--- config.mk ---
export PLATFORM = sky130hd
export DESIGN_NAME = lcd_refresh
export DESIGN_NICKNAME = d
export VERILOG_FILES = /design/src/rtl/lcd_pkg.sv /design/src/rtl/lcd_refresh.sv
export SDC_FILE = /design/constraint.sdc
export NUM_CORES = 1
export LEC_CHECK = 0
export ABC_AREA = 1
export CAP_MARGIN = 5
export CORE_MARGIN = 2
export CORE_UTILIZATION = 40
export DETAILED_ROUTE_END_ITERATION = 12
export PLACE_DENSITY = 0.75
export SLEW_MARGIN = 10
export SYNTH_ARGS = -nofsm -noshare
export SYNTH_HDL_FRONTEND = slang
export SYNTH_SLANG_ARGS = --single-unit
--- constraint.sdc ---
create_clock -name clk -period 1.8 [get_ports clk]
set_clock_uncertainty 0.15 [all_clocks]
set_input_delay 0.36 -clock clk [delete_from_list [all_inputs] [get_ports clk]]
set_output_delay 0.36 -clock clk [all_outputs]
set_load 0.01 [all_outputs]
--- src/rtl/lcd_pkg.sv ---
// Shared constants, state encoding and byte helpers for the LCD screen refresher.
package lcd_pkg;

  localparam logic [7:0] LCD_CMD_SET_DDRAM = 8'h80;
  localparam logic [7:0] LCD_ROW1_BASE     = 8'h40;
  localparam logic [7:0] ASCII_SPACE       = 8'h20;

  typedef enum logic [2:0] {
    IDLE,
    CMD,
    RD,
    WAIT,
    DATA,
    FIN
  } state_t;

  // Set-DDRAM-address command for the start of the given row.
  function automatic logic [7:0] row_cmd(input logic row);
    return LCD_CMD_SET_DDRAM | (row ? LCD_ROW1_BASE : 8'h00);
  endfunction

  // Non-printable buffer contents are shown as blanks.
  function automatic logic [7:0] printable(input logic [7:0] b);
    return (b < 8'h20 || b > 8'h7E) ? ASCII_SPACE : b;
  endfunction

endpackage

--- src/rtl/lcd_refresh.sv ---
// Streams the display buffer to the LCD controller: per row a DDRAM address command, then COLS characters.
// Three cycles per character (address, read, offer); valid/ready handshake, lcd_ready low stalls losslessly.
module lcd_refresh
  import lcd_pkg::*;
#(
  parameter  int COLS = 16,
  parameter  int ROWS = 2,
  localparam int AW   = $clog2(COLS*ROWS)
) (
  input  logic          clk,
  input  logic          rstn,
  input  logic          start,
  output logic [AW-1:0] buf_addr,
  input  logic [7:0]    buf_dout,
  output logic          lcd_valid,
  output logic [7:0]    lcd_data,
  output logic          lcd_is_data,
  input  logic          lcd_ready,
  output logic          busy,
  output logic          done
);

  localparam int CW = (COLS > 1) ? $clog2(COLS) : 1;

  state_t          state, state_nxt;
  logic            pending;
  logic [CW-1:0]   col;
  logic            row;
  logic [AW-1:0]   addr;
  logic [7:0]      data_q;
  logic            last_col, last_row, launch;

  assign last_col = (col == CW'(COLS-1));
  assign last_row = (row == 1'(ROWS-1));
  assign launch   = (state == IDLE && start) || (state == FIN && (pending || start));

  always_ff @(posedge clk or negedge rstn) begin
    if (!rstn) state <= IDLE;
    else       state <= state_nxt;
  end

  always_comb begin
    state_nxt = state;
    case (state)
      IDLE:    if (start) state_nxt = CMD;
      CMD:     if (lcd_ready) state_nxt = RD;
      RD:      state_nxt = WAIT;
      WAIT:    state_nxt = DATA;
      DATA:    if (lcd_ready) state_nxt = !last_col ? RD : (last_row ? FIN : CMD);
      FIN:     state_nxt = (pending || start) ? CMD : IDLE;
      default: state_nxt = IDLE;
    endcase
  end

  always_comb begin
    lcd_valid   = (state == CMD) || (state == DATA);
    lcd_is_data = (state == DATA);
    busy        = (state != IDLE);
    done        = (state == FIN);
    lcd_data    = data_q;
    buf_addr    = addr;
  end

  // A start arriving while busy is remembered once and consumed in FIN.
  always_ff @(posedge clk or negedge rstn) begin
    if (!rstn)                           pending <= 1'b0;
    else if (state == FIN)               pending <= 1'b0;
    else if (start && state != IDLE)     pending <= 1'b1;
  end

  always_ff @(posedge clk or negedge rstn) begin
    if (!rstn) begin
      col    <= '0;
      row    <= 1'b0;
      addr   <= '0;
      data_q <= 8'h00;
    end else if (launch) begin
      col    <= '0;
      row    <= 1'b0;
      addr   <= '0;
      data_q <= row_cmd(1'b0);
    end else if (state == WAIT) begin
      data_q <= printable(buf_dout);
    end else if (state == DATA && lcd_ready) begin
      if (!last_col) begin
        col  <= col + CW'(1);
        addr <= addr + AW'(1);
      end else if (last_row) begin
        col  <= '0;
        row  <= 1'b0;
        addr <= '0;
      end else begin
        // Next row's address command is loaded so CMD can offer it straight away.
        col    <= '0;
        row    <= 1'b1;
        addr   <= addr + AW'(1);
        data_q <= row_cmd(1'b1);
      end
    end
  end

endmodule

# Word level (Yosys, flattened, before mapping)
# Cells that the tools add are included.
# totals
regBits	22
input_bits	12
out_inout_bits	17
# op_classes
addsub	2
order_cmp	2
n_eq_ne	11
n_mux	29
reduce_logical	19
# ops
op	count
$mux W8	6
$mux W5	5
$pmux W3 S6	1
$mux W4	4
$mux W3	5
$reduce_and A3 Y1	3
$reduce_bool A3 Y1	3
$gt A8 B7 Y1 const B	1
$lt A8 B6 Y1 const B	1
$mux W1	8
$eq A3 B2 Y1 const B	2
$eq A3 B3 Y1 const B	2
$ne A2 B2 Y1 const B	3
$reduce_bool A2 Y1	3
$add A5 B1 Y5 const B	1
$add A4 B1 Y4 const B	1
$eq A4 B4 Y1 const B	1
$logic_and A1 B1 Y1	4
$logic_or A1 B1 Y1	4
$eq A3 B1 Y1 const B	1
$logic_not A3 Y1	1
$ne A3 B1 Y1 const B	1
$ne A2 B1 Y1 const B	1
$reduce_and A2 Y1	1

# Longest topological paths before layout
# Gate-level depths: netlist (run 1).
# depth
depth_word	6
ltp_mapped	8
ltp_nobuf	8

# Worst setup path before layout (run 1)
# OpenSTA, ideal clock, no wires.
# synth_path
kind	reg-to-reg
from	register col[0]
to	register addr[3], in the netlist buf_addr[3]
t_arrival_ps	1255
required_ps	1585
setup_slack_ps	330
stages_incl_launch_ff	9
path_buffers	0
cell_sequence	dfrtp_1 -> ha_1 -> nand3_1 -> inv_1 -> nand2_1 -> nand3_1 -> nor2_1 -> nand2_1 -> nand2_1
# synth_via
elab_chain_len	5
# synth_rtl
item	line	rtl
start, declared	lcd_refresh.sv:27	logic [CW-1:0] col;
start signal, assigned	lcd_refresh.sv:86	col <= col + CW'(1);
$eq A4 B4 Y1	lcd_refresh.sv:33	assign last_col = (col == CW'(COLS-1));
$mux W5	lcd_refresh.sv:85	if (!last_col) begin
$mux W5	lcd_refresh.sv:84	end else if (state == DATA && lcd_ready) begin
$mux W5	lcd_refresh.sv:82	end else if (state == WAIT) begin
$mux W5	lcd_refresh.sv:77	end else if (launch) begin
end signal, assigned	lcd_refresh.sv:87	addr <= addr + AW'(1);
end signal, assigned	lcd_refresh.sv:96	addr <= addr + AW'(1);
end, declared	lcd_refresh.sv:29	logic [AW-1:0] addr;
# No other way between the ends. The select of a mux whose other input is x is not followed.
# A chain may end at the register's enable or synchronous reset.

# Worst setup path after layout (run 1)
# layout_path
from	register data_q[0], in the netlist lcd_data[0]
to	output port lcd_data[0]
# layout_lines
item	line	rtl
start, declared	lcd_refresh.sv:30	logic [7:0] data_q;
start signal, assigned	lcd_refresh.sv:81	data_q <= row_cmd(1'b0);
start signal, assigned	lcd_refresh.sv:83	data_q <= printable(buf_dout);
start signal, assigned	lcd_refresh.sv:97	data_q <= row_cmd(1'b1);
end, declared	lcd_refresh.sv:16	output logic [7:0] lcd_data,
# No word-level cell between the ends.

==> impl_metrics.py, run 1 <==
metrics = {
    "worst_setup_path": {
        "crit_path_cell_trace": "clkdlybuf4s50_1",
        "setup.worst_path.start": "lcd_data[0]",
        "critPathMaxFanout": 2,
        "critPathKind": "reg2out",
        "wp_data_arrival_ns": 1.25,
        "timing.critical_path.slowest_cell_delay_ns": 0.54,
        "crit-reg2reg-launch": "col[0]",
        "crit_buf_inv": 1,
        "crit_required_ns": 1.29,
        "worst_reg_to_reg_setup_slack_ns": 0.22,
        "worst_setup_path_start_kind": "flop",
        "timing.critical_path.max_delay_family": "buffers and inverters",
        "timing.critical_path.slowest_stage_cell": "sky130_fd_sc_hd__clkdlybuf4s50_1",
        "critPathCaptureType": "primary output",
    },
    "logic_synthesis": {
        "synth.avg_cell_area_sq_um": 7.860,
        "synth.net_count": 170,
        "yosysSeqAreaShare_pct": 44.90,
        "ys.flop_type": "sky130_fd_sc_hd__dfrtp_1",
        "synthDistinctLibCells": 24,
        "netlist_area_sq_mm": 0.001226,
        "synth.top_cells.by_count": "53 x sky130_fd_sc_hd__nand2_1, 22 x sky130_fd_sc_hd__dfrtp_1, 13 x sky130_fd_sc_hd__nand3_1, 12 x sky130_fd_sc_hd__inv_1, 10 x sky130_fd_sc_hd__nand4_1",
        "number_of_synthesized_flops_with_an_enable_pin": 0,
        "synthDominantCellAreaShare_pct": 44.90,
        "yosysWarnings": 0,
        "yosysMostFrequentCell": "sky130_fd_sc_hd__nand2_1",
        "synth.top_cells.by_area": "sky130_fd_sc_hd__dfrtp_1 45%, sky130_fd_sc_hd__nand2_1 16%, sky130_fd_sc_hd__nand3_1 5.3%",
        "synth_top_cell_by_area": "sky130_fd_sc_hd__dfrtp_1",
        "postSynthCellCount": 156,
        "share_of_synthesized_registers_carrying_an_async_set_or_reset_pct": 100.0,
        "ys_seq_elements": 22,
    },
    "sta": {
        "maxClockFrequency_mhz": 569.2,
        "slew_headroom_pct": 78.34,
        "worstMarginPinSlew_ns": 0.3228,
        "finalCriticalPeriod_ns": 1.757,
        "timing.final.setup_violations": 0,
        "setup_total_negative_slack_ns": 0,
        "min_period_over_period_pct": 97.61,
        "final_max_slew_viol_count": 0,
        "hold_ws_ns": 0.2258,
        "rsz0062_at_grt": "true",
        "final-hold-violation-count": 0,
    },
    "drt": {
        "drt_first_pass_iters": 4,
        "route.detailed.wl_per_inst_microns": 13.09,
        "vias_per_cell": 5.305,
        "vias": 1268,
        "post-route-drc-count": 0,
        "final_antenna_net_count": 0,
        "initialDrtViolationCount": 26,
        "routed_wirelength_mm": 3.128,
    },
    "die": {
        "initial_core_utilization_pct": 41.18,
        "std_cell_rows": 20,
        "die-area_sq_mm": 0.003524,
        "design.portCount": 29,
        "chipHeight_microns": 59.37,
        "die_width_microns": 59.37,
        "core_area_sq_mm": 0.002978,
    },
    "clock_network": {
        "clockRootBuffer": "sky130_fd_sc_hd__clkbuf_4",
        "cts.path.max_buffers": 2,
        "numCtsBuffers": 3,
        "tritoncts_num_sinks": 22,
        "cts-htree-levels": 1,
        "cts_tree": "yes",
        "clk_latency_ns": 0.32,
        "clk_pin_slew_ns": 0.13,
        "hold_fix_buffers_at_cts": 0,
    },
    "placement": {
        "gp_congestion": 0.8370,
        "io_buffer_count": 28,
        "post_dp_cell_area_sq_mm": 0.001612,
        "detailed_place_hpwl_mm": 2.282,
    },
    "global_route": {
        "antenna_found_initial": 0,
        "first_pass_grt_wire_length_mm": 5.250,
        "maximum_number_of_pins_on_one_net_before_global_route_repair": 23,
        "grt_pass1_vias": 1244,
        "grt_util_all_layers_pct": 19.30,
        "gr-total-overflow": 0,
    },
    "finish": {
        "layout-drive-gt1-share_pct": 23.79,
        "syn2layout_area_growth_pct": 41.73,
        "antennaDiodeCount": 0,
        "final_core_utilization_pct": 58.36,
        "finalInstanceArea_sq_mm": 0.001738,
        "finalNetCount": 221,
    },
    "pwr": {
        "power_density_mw_per_mm2": 1245,
        "p_total_w": 0.002164,
        "static-leakage-power_nw": 0.9437,
        "power.ir.vdd_worst_mv": 0.7597,
    },
    "outcome": {
        "result_of_the_run": "complete, no violations",
    },
    "run": {
        "maxCapViolations": 0,
    },
    "worst_hold_path": {
        "hold_class": "in2async",
    },
}
[metal layers]
metal,global-route usage (%),routed length [microns],share of wire (%),up-vias
li1,-,-,-,614
met1,24.03,1357,43,607
met2,33.28,1550,50,41
met3,3.275,168,5.4,6
met4,7.143,51,1.6,0
met5,0,0,0,-
[stage by stage]
stage	instances	setup WS, ns
global placement	226	0.02986
CTS	238	0.0008918
global route	239	-0.01245
floorplan	156	0.3302
finish	239	0.04308
detailed placement	226	-0.01584
[logic make-up (layout without fill, tap and decap cells)]
family / count (synthesis) / count (layout) / share of synthesized area, %
simple gates: 99 / 99 / 39.08
flops: 22 / 22 / 44.90
buf+inv: 18 / 68 / 6.122
compound gates: 11 / 11 / 5.000
xor+xnor: 4 / 4 / 2.858
fa+ha+maj: 2 / 2 / 2.040
[layout by cell type, fill, tap and decap left out, types with 3 or more instances in the layout]
| cell type | n |
|---|---|
| sky130_fd_sc_hd__buf_4 | 19 |
| sky130_fd_sc_hd__nand4_1 | 10 |
| sky130_fd_sc_hd__inv_2 | 6 |
| sky130_fd_sc_hd__dfrtp_2 | 3 |
| sky130_fd_sc_hd__a21oi_1 | 4 |
| sky130_fd_sc_hd__nor2_4 | 3 |
| sky130_fd_sc_hd__dfrtp_1 | 19 |
| sky130_fd_sc_hd__nand2_1 | 53 |
| sky130_fd_sc_hd__nor2_2 | 4 |
| sky130_fd_sc_hd__nand3_1 | 12 |
| sky130_fd_sc_hd__xor2_1 | 3 |
| sky130_fd_sc_hd__clkbuf_4 | 3 |
| sky130_fd_sc_hd__clkdlybuf4s50_1 | 20 |
| sky130_fd_sc_hd__dlymetal6s2s_1 | 4 |
| sky130_fd_sc_hd__inv_1 | 11 |
| sky130_fd_sc_hd__o21ai_1 | 3 |
| sky130_fd_sc_hd__nor2_1 | 9 |
[power by group]
| part | switching (W) | internal (W) |
|---|---|---|
| Clock | 0.000161 | 0.000225 |
| Sequential | 0.000103 | 0.000617 |
| Combinational | 0.000580 | 0.000477 |
[path summary, 6_finish.rpt]
check | cells past startpoint | to
max | 1 | lcd_data[0]
min | 2 | buf_addr[4]
max reg2reg | 8 | buf_addr[0]
min reg2reg | 2 | lcd_data[7]
max in group asynchronous | 2 | state[0]
min in group clk | 2 | lcd_data[7]
[registers in the layout (all words and copies together) (netlist names)]
| name | flops |
|---|---|
| state | 3 |
| lcd_data | 8 |
| buf_addr | 5 |
| last_row | 1 |
| col | 4 |
| pending | 1 |
[cell type report]
cell class	count	area [sq um]
Clock buffer	3	22.52
Clock inverter	1	30.03
Fill cell	288	1240
Inverter	17	63.81
Multi-Input combinational cell	116	613.1
Sequential cell	22	554.3
Tap cell	33	41.29
Timing Repair Buffer	47	412.9
[worst reg2reg max path, cell delays in order (launching register included)]
cell and delay (ns):
sky130_fd_sc_hd__dfrtp_1 0.44, sky130_fd_sc_hd__ha_1 0.24, sky130_fd_sc_hd__nand3_1 0.09, sky130_fd_sc_hd__inv_1 0.11
sky130_fd_sc_hd__nand2_1 0.13, sky130_fd_sc_hd__nand3_1 0.09, sky130_fd_sc_hd__nor2_1 0.15, sky130_fd_sc_hd__nand2_1 0.07
sky130_fd_sc_hd__nand2_1 0.06
[repair_timing]
action,in CTS,in global routing
buffers inserted,8,1
setup endpoints to repair,9,7
resized for setup,14,10
Power figures use the tool's default switching activity.
==> run 2: changes to the inputs <==
--- a/config.mk
+++ b/config.mk
@@ -7,7 +7,7 @@
 export LEC_CHECK = 0
 export ABC_AREA = 1
 export CAP_MARGIN = 5
-export CORE_MARGIN = 2
+export CORE_MARGIN = 8
 export CORE_UTILIZATION = 40
 export DETAILED_ROUTE_END_ITERATION = 12
 export PLACE_DENSITY = 0.75
==> run 2 against run 1 <==
Compared with the run above: via count shrank 3.4%; global-route usage decreased by 6.8 points; clock power shrank 42%; register-to-register slack lost 0.05 ns; sequential share of layout area decreased by 0.095 points.
==> impl_metrics.py, run 2 (synthesis gave the netlist of run 1 again) <==
metrics = {
    "clock_network": {
        "tritoncts_num_sinks": 22,
        "clk_pin_slew_ns": 0.13,
        "hold_fix_buffers_at_cts": 0,
        "cts.path.max_buffers": 2,
        "clk_latency_ns": 0.31,
        "clockRootBuffer": "sky130_fd_sc_hd__clkbuf_4",
        "cts_tree": "yes",
        "cts-htree-levels": 1,
        "numCtsBuffers": 3,
    },
    "sta": {
        "slew_headroom_pct": 81.00,
        "final_max_slew_viol_count": 0,
        "rsz0062_at_grt": "true",
        "worstMarginPinSlew_ns": 0.2831,
        "maxClockFrequency_mhz": 564.4,
        "layout_setup_ws_ns": 0.02811,
        "final-hold-violation-count": 0,
        "setup_total_negative_slack_ns": 0,
        "timing.final.setup_violations": 0,
        "finalCriticalPeriod_ns": 1.772,
        "min_period_over_period_pct": 98.44,
    },
    "drt": {
        "routed_wirelength_mm": 3.184,
        "final_antenna_net_count": 0,
        "initialDrtViolationCount": 41,
        "dr_wl_met3_microns": 194,
        "vias": 1225,
        "route.detailed.wl_per_inst_microns": 13.27,
        "wirelength_met1_mm": 1.416,
        "vias_per_cell": 5.104,
        "top_layer_used": "met4",
        "detailroute.wirelength.met2_mm": 1.545,
        "post-route-drc-count": 0,
        "drt_first_pass_iters": 4,
    },
    "placement": {
        "gp_congestion": 0.8529,
        "placed_cells": 225,
        "dp_slack_ns": -0.01214,
        "io_buffer_count": 28,
        "detailed_place_hpwl_mm": 2.295,
    },
    "run": {
        "maxCapViolations": 0,
    },
    "pwr": {
        "static-leakage-power_nw": 0.9282,
        "power.ir.vdd_worst_mv": 0.6453,
        "p_total_w": 0.002082,
        "power_density_mw_per_mm2": 1197,
    },
    "finish": {
        "syn2layout_area_growth_pct": 41.84,
        "largest_register_ffs": 8,
        "layout-drive-gt1-share_pct": 25.12,
        "most_common_cell_after_layout_fill_and_taps_aside": "sky130_fd_sc_hd__nand2_1",
        "layout_common_cells": "52 x sky130_fd_sc_hd__nand2_1, 21 x sky130_fd_sc_hd__clkdlybuf4s50_1, 21 x sky130_fd_sc_hd__buf_4, 20 x sky130_fd_sc_hd__dfrtp_1, 11 x sky130_fd_sc_hd__nand3_1",
        "antennaDiodeCount": 0,
        "final_cell_count_no_fill": 240,
        "finalNetCount": 223,
    },
    "global_route": {
        "maximum_number_of_pins_on_one_net_before_global_route_repair": 23,
        "antenna_found_initial": 0,
        "grt_util_all_layers_pct": 12.49,
        "first_pass_grt_wire_length_mm": 5.216,
        "gr-total-overflow": 0,
        "grt_pass1_vias": 1219,
    },
    "die": {
        "die_width_microns": 71.37,
        "std_cell_rows": 20,
        "design.portCount": 29,
        "chipHeight_microns": 71.37,
        "die-area_sq_mm": 0.005093,
        "core_area_sq_mm": 0.002978,
        "initial_core_utilization_pct": 41.18,
    },
    "worst_setup_path": {
        "crit-reg2reg-capture": "col[3]",
        "wp_data_arrival_ns": 1.26,
        "crit_required_ns": 1.29,
        "worst_reg_to_reg_setup_slack_ns": 0.17,
        "critPathMaxFanout": 4,
        "timing.critical_path.slowest_cell_delay_ns": 0.43,
        "timing.critical_path.slowest_stage_cell": "sky130_fd_sc_hd__dfrtp_2",
        "worst_setup_path_start_kind": "flop",
        "crit-reg2reg-launch": "state[0]",
        "critPathKind": "reg2out",
        "worstRegToRegCells": 7,
        "crit_path_cell_trace": "buf_4 -> inv_2 -> nand3_2 -> nand2_2 -> buf_6",
        "critPathCaptureType": "primary output",
    },
    "worst_hold_path": {
        "hold_class": "in2async",
    },
    "outcome": {
        "result_of_the_run": "complete, no violations",
    },
}
==> run 2: cell types whose count changed in the layout (fill, tap and decap cells not counted), sizes merged <==
cell / previous run / this run
clkdlybuf4s50: 20 / 21
bufinv: 1 / 0
dlymetal6s2s: 4 / 3
clkdlybuf4s15: 0 / 1
clkbuf: 5 / 4
buf: 21 / 23
==> run 2: layout make-up <==
type | count | area (sq um)
multi-input cells | 116 | 620.6
inverters | 17 | 63.81
repair buffers | 49 | 437.9
clock buffers | 3 | 22.52
well taps | 33 | 41.29
flip-flops and latches | 22 | 553.0
fillers | 281 | 1239
==> run 2: how the worst max path moves through the flow <==
stage,slack [ns],end,from,cells past startpoint
floorplan,0.33,buf_addr[3],col[0],8
global placement,0.03,buf_addr[4],start,8
detailed placement,-0.01,col[0],start,8
CTS,0.002,buf_addr[1],buf_addr[1],1
global route,-0.03,done,state[1],4
finish,0.03,lcd_valid,state[0],5
==> run 2: where the power goes <==
group / internal [W] / switching (W)
Sequential: 0.000615 / 0.0000765
Clock: 0.0000781 / 0.000146
Combinational: 0.000538 / 0.000628
Total: 0.00123 / 0.000850
==> run 2: what timing repair did <==
action,4_1_cts,5_1_grt
cloned,0,0
buffers inserted,8,4
pin swaps,0,1
resized for setup,16,10
endpoints found under the setup margin,7,7
==> run 2: per-stage QoR <==
step	hold slack [ns]	cell area, sq um	utilization [%]
finish	0.2328	1739	58.40
global route	0.2576	1739	58.40
CTS	0.2472	1685	56.60
detailed placement	0.3510	1604	53.87
global placement	0.3417	1604	53.87
floorplan	-0.08559	1226	-
==> run 2: critical path: cells and delay by family, from the launching register on <==
family | cells | cell delay, ns
flops | 1 | 0.43
buf+inv | 3 | 0.34
simple gates | 2 | 0.19
==> run 2: routing by layer <==
metal,up-vias,global-route usage (%)
met5,-,0
met3,5,4.742
li1,610,-
met4,0,3.926
met2,29,20.41
met1,581,14.69
==> run 3: changes to the inputs <==
--- a/config.mk
+++ b/config.mk
@@ -11,6 +11,7 @@
 export CORE_UTILIZATION = 40
 export DETAILED_ROUTE_END_ITERATION = 12
 export PLACE_DENSITY = 0.75
+export RECOVER_POWER = 100
 export SLEW_MARGIN = 10
 export SYNTH_ARGS = -nofsm -noshare
 export SYNTH_HDL_FRONTEND = slang
==> run 3 against run 2 <==
Compared with the run above: worst setup slack better by 0.0073 ns; first-iteration DRC count is 17% higher; highest routed layer unchanged; final cell count stayed put; hold slack better by 0.14 ns; non-clock buffer count stayed put.
==> impl_metrics.py, run 3 (synthesis gave the netlist of run 1 again) <==
metrics = {
    "global_route": {
        "grt_pass1_vias": 1219,
        "gr-total-overflow": 0,
        "maximum_number_of_pins_on_one_net_before_global_route_repair": 23,
        "antenna_found_initial": 0,
        "first_pass_grt_wire_length_mm": 5.216,
        "grt_util_all_layers_pct": 12.49,
    },
    "worst_hold_path": {
        "hp-start": "lcd_data[7]",
        "holdPathEnd": "lcd_data[7]",
        "hold_class": "reg2reg",
        "hold_path_depth": 2,
    },
    "worst_setup_path": {
        "cp.depth": 5,
        "critPathCaptureType": "primary output",
        "crit-reg2reg-launch": "state[0]",
        "crit_buf_inv": 3,
        "timing.critical_path.slowest_stage_cell": "sky130_fd_sc_hd__dfrtp_2",
        "critPathMaxFanout": 4,
        "crit_required_ns": 1.29,
        "crit-reg2reg-capture": "col[3]",
        "setup.worst_path.start": "state[0]",
        "timing.critical_path.slowest_cell_delay_ns": 0.43,
        "worstRegToRegCells": 7,
        "critPathKind": "reg2out",
        "timing.critical_path.max_delay_family": "flip-flops",
        "crit_path_cell_trace": "buf_4 -> inv_2 -> nand3_2 -> nand2_2 -> buf_6",
        "worst_setup_path_start_kind": "flop",
        "worst_reg_to_reg_setup_slack_ns": 0.18,
        "wp_data_arrival_ns": 1.25,
    },
    "clock_network": {
        "clockRootBuffer": "sky130_fd_sc_hd__clkbuf_4",
        "cts-htree-levels": 1,
        "cts_tree": "yes",
        "clk_pin_slew_ns": 0.11,
        "numCtsBuffers": 3,
        "clk_latency_ns": 0.30,
        "cts.path.max_buffers": 2,
        "tritoncts_num_sinks": 22,
    },
    "finish": {
        "fillers": 286,
        "layout-drive-gt1-share_pct": 24.15,
        "final_core_utilization_pct": 57.77,
        "syn2layout_area_growth_pct": 40.31,
        "largest_register_ffs": 8,
        "finalNetCount": 223,
        "antennaDiodeCount": 0,
        "final_cell_count_no_fill": 240,
        "layout_common_cells": "53 x sky130_fd_sc_hd__nand2_1, 20 x sky130_fd_sc_hd__dfrtp_1, 19 x sky130_fd_sc_hd__clkdlybuf4s50_1, 18 x sky130_fd_sc_hd__buf_4, 11 x sky130_fd_sc_hd__nand3_1",
        "most_common_cell_after_layout_fill_and_taps_aside": "sky130_fd_sc_hd__nand2_1",
    },
    "placement": {
        "detailed_place_hpwl_mm": 2.295,
        "placed_cells": 225,
        "gp_congestion": 0.8529,
        "io_buffer_count": 28,
    },
    "pwr": {
        "sw_frac_of_total_pct": 40.86,
        "power.ir.vdd_worst_mv": 0.6366,
        "total_switching_power_w": 0.0008413,
        "p_total_w": 0.002059,
        "power_frac_clock_pct": 10.7,
        "int_power_w": 0.001217,
        "seq_power_share_pct": 33.6,
        "comb_power_share_pct": 55.7,
        "static-leakage-power_nw": 0.8699,
        "power_density_mw_per_mm2": 1197,
    },
    "sta": {
        "worstMarginPinSlew_ns": 0.5681,
        "timing.final.setup_violations": 0,
        "final-hold-violation-count": 0,
        "slew_headroom_pct": 62.12,
        "final_max_slew_viol_count": 0,
        "min_period_over_period_pct": 98.03,
        "finalCriticalPeriod_ns": 1.765,
        "rsz0062_at_grt": "true",
        "maxClockFrequency_mhz": 566.7,
    },
    "drt": {
        "final_antenna_net_count": 0,
        "route.detailed.wl_per_inst_microns": 13.28,
        "initialDrtViolationCount": 48,
        "routed_wirelength_mm": 3.186,
        "drt_first_pass_iters": 4,
        "vias_per_cell": 5.104,
        "post-route-drc-count": 0,
        "vias": 1225,
    },
    "die": {
        "std_cell_rows": 20,
        "initial_core_utilization_pct": 41.18,
        "chipHeight_microns": 71.37,
        "core_area_sq_mm": 0.002978,
        "die-area_sq_mm": 0.005093,
        "design.portCount": 29,
        "die_width_microns": 71.37,
    },
    "run": {
        "maxCapViolations": 0,
    },
    "outcome": {
        "result_of_the_run": "complete, no violations",
    },
}
[run 3: cell count changes in the layout (fill, tap and decap cells not counted), sizes merged]
cell	previous run	this run
clkdlybuf4s50	21	19
dlygate4sd3	0	2
dlymetal6s2s	3	0
clkbuf	4	8
clkdlybuf4s25	0	3
buf	23	19
[run 3: how the worst max path moves through the flow]
stage                       end
finish                lcd_valid
global route               done
CTS                 buf_addr[1]
detailed placement       col[0]
global placement    buf_addr[4]
floorplan           buf_addr[3]
[run 3: power by group through the flow]
stage	Sequential (W)	Clock, W	Combinational, W
2_1_floorplan	0.000746	0	0.000516
3_3_place_gp	0.000729	0	0.000966
3_5_place_dp	0.000727	0	0.000989
4_1_cts	0.000694	0.000228	0.00107
5_1_grt	0.000704	0.000248	0.00124
6_report	0.000692	0.000220	0.00115
[run 3: stage by stage]
stage               setup slack (ns)  hold WS [ns]  cell area (sq um)  TNS [ns]
finish                       0.03538        0.3755               1720         0
detailed placement          -0.01214        0.3510               1604  -0.04931
global placement             0.02555        0.3417               1604         0
floorplan                     0.3302      -0.08559               1226         0
global route                -0.03312        0.3982               1720  -0.04002
CTS                         0.001880        0.2472               1685         0
[run 3: what timing repair did]
| item | CTS | global route |
|---|---|---|
| pin swaps | 0 | 1 |
| gates cloned | 0 | 0 |
| setup buffers | 8 | 4 |
| hold buffers | 0 | 0 |
| endpoints found under the setup margin | 7 | 7 |
| resized for setup | 16 | 10 |
[run 3: final cells by class]
type	count	area [sq um]	share of cell area, %
clock buffers	3	22.52	1.309
inverters	17	63.81	3.709
multi-input cells	116	618.1	35.93
flip-flops and latches	22	553.0	32.15
well taps	33	41.29	2.400
repair buffers	49	421.7	24.51
[run 3: metal layers]
| layer | vias to the layer above | track usage (%) | wire length, microns | share of wire, % |
|---|---|---|---|---|
| li1 | 611 | - | - | - |
| met1 | 580 | 14.69 | 1414 | 44 |
| met2 | 29 | 20.41 | 1540 | 48 |
| met3 | 5 | 4.742 | 202 | 6.3 |
| met4 | 0 | 3.926 | 27 | 0.85 |
| met5 | - | 0 | 0 | 0 |
[run 3: tightest hold or removal path: cells and delay by family, from the launching register on]
| family | cells | cell delay [ns] |
|---|---|---|
| flip-flops | 1 | 0.37 |
| AND/OR/NAND/NOR | 2 | 0.13 |
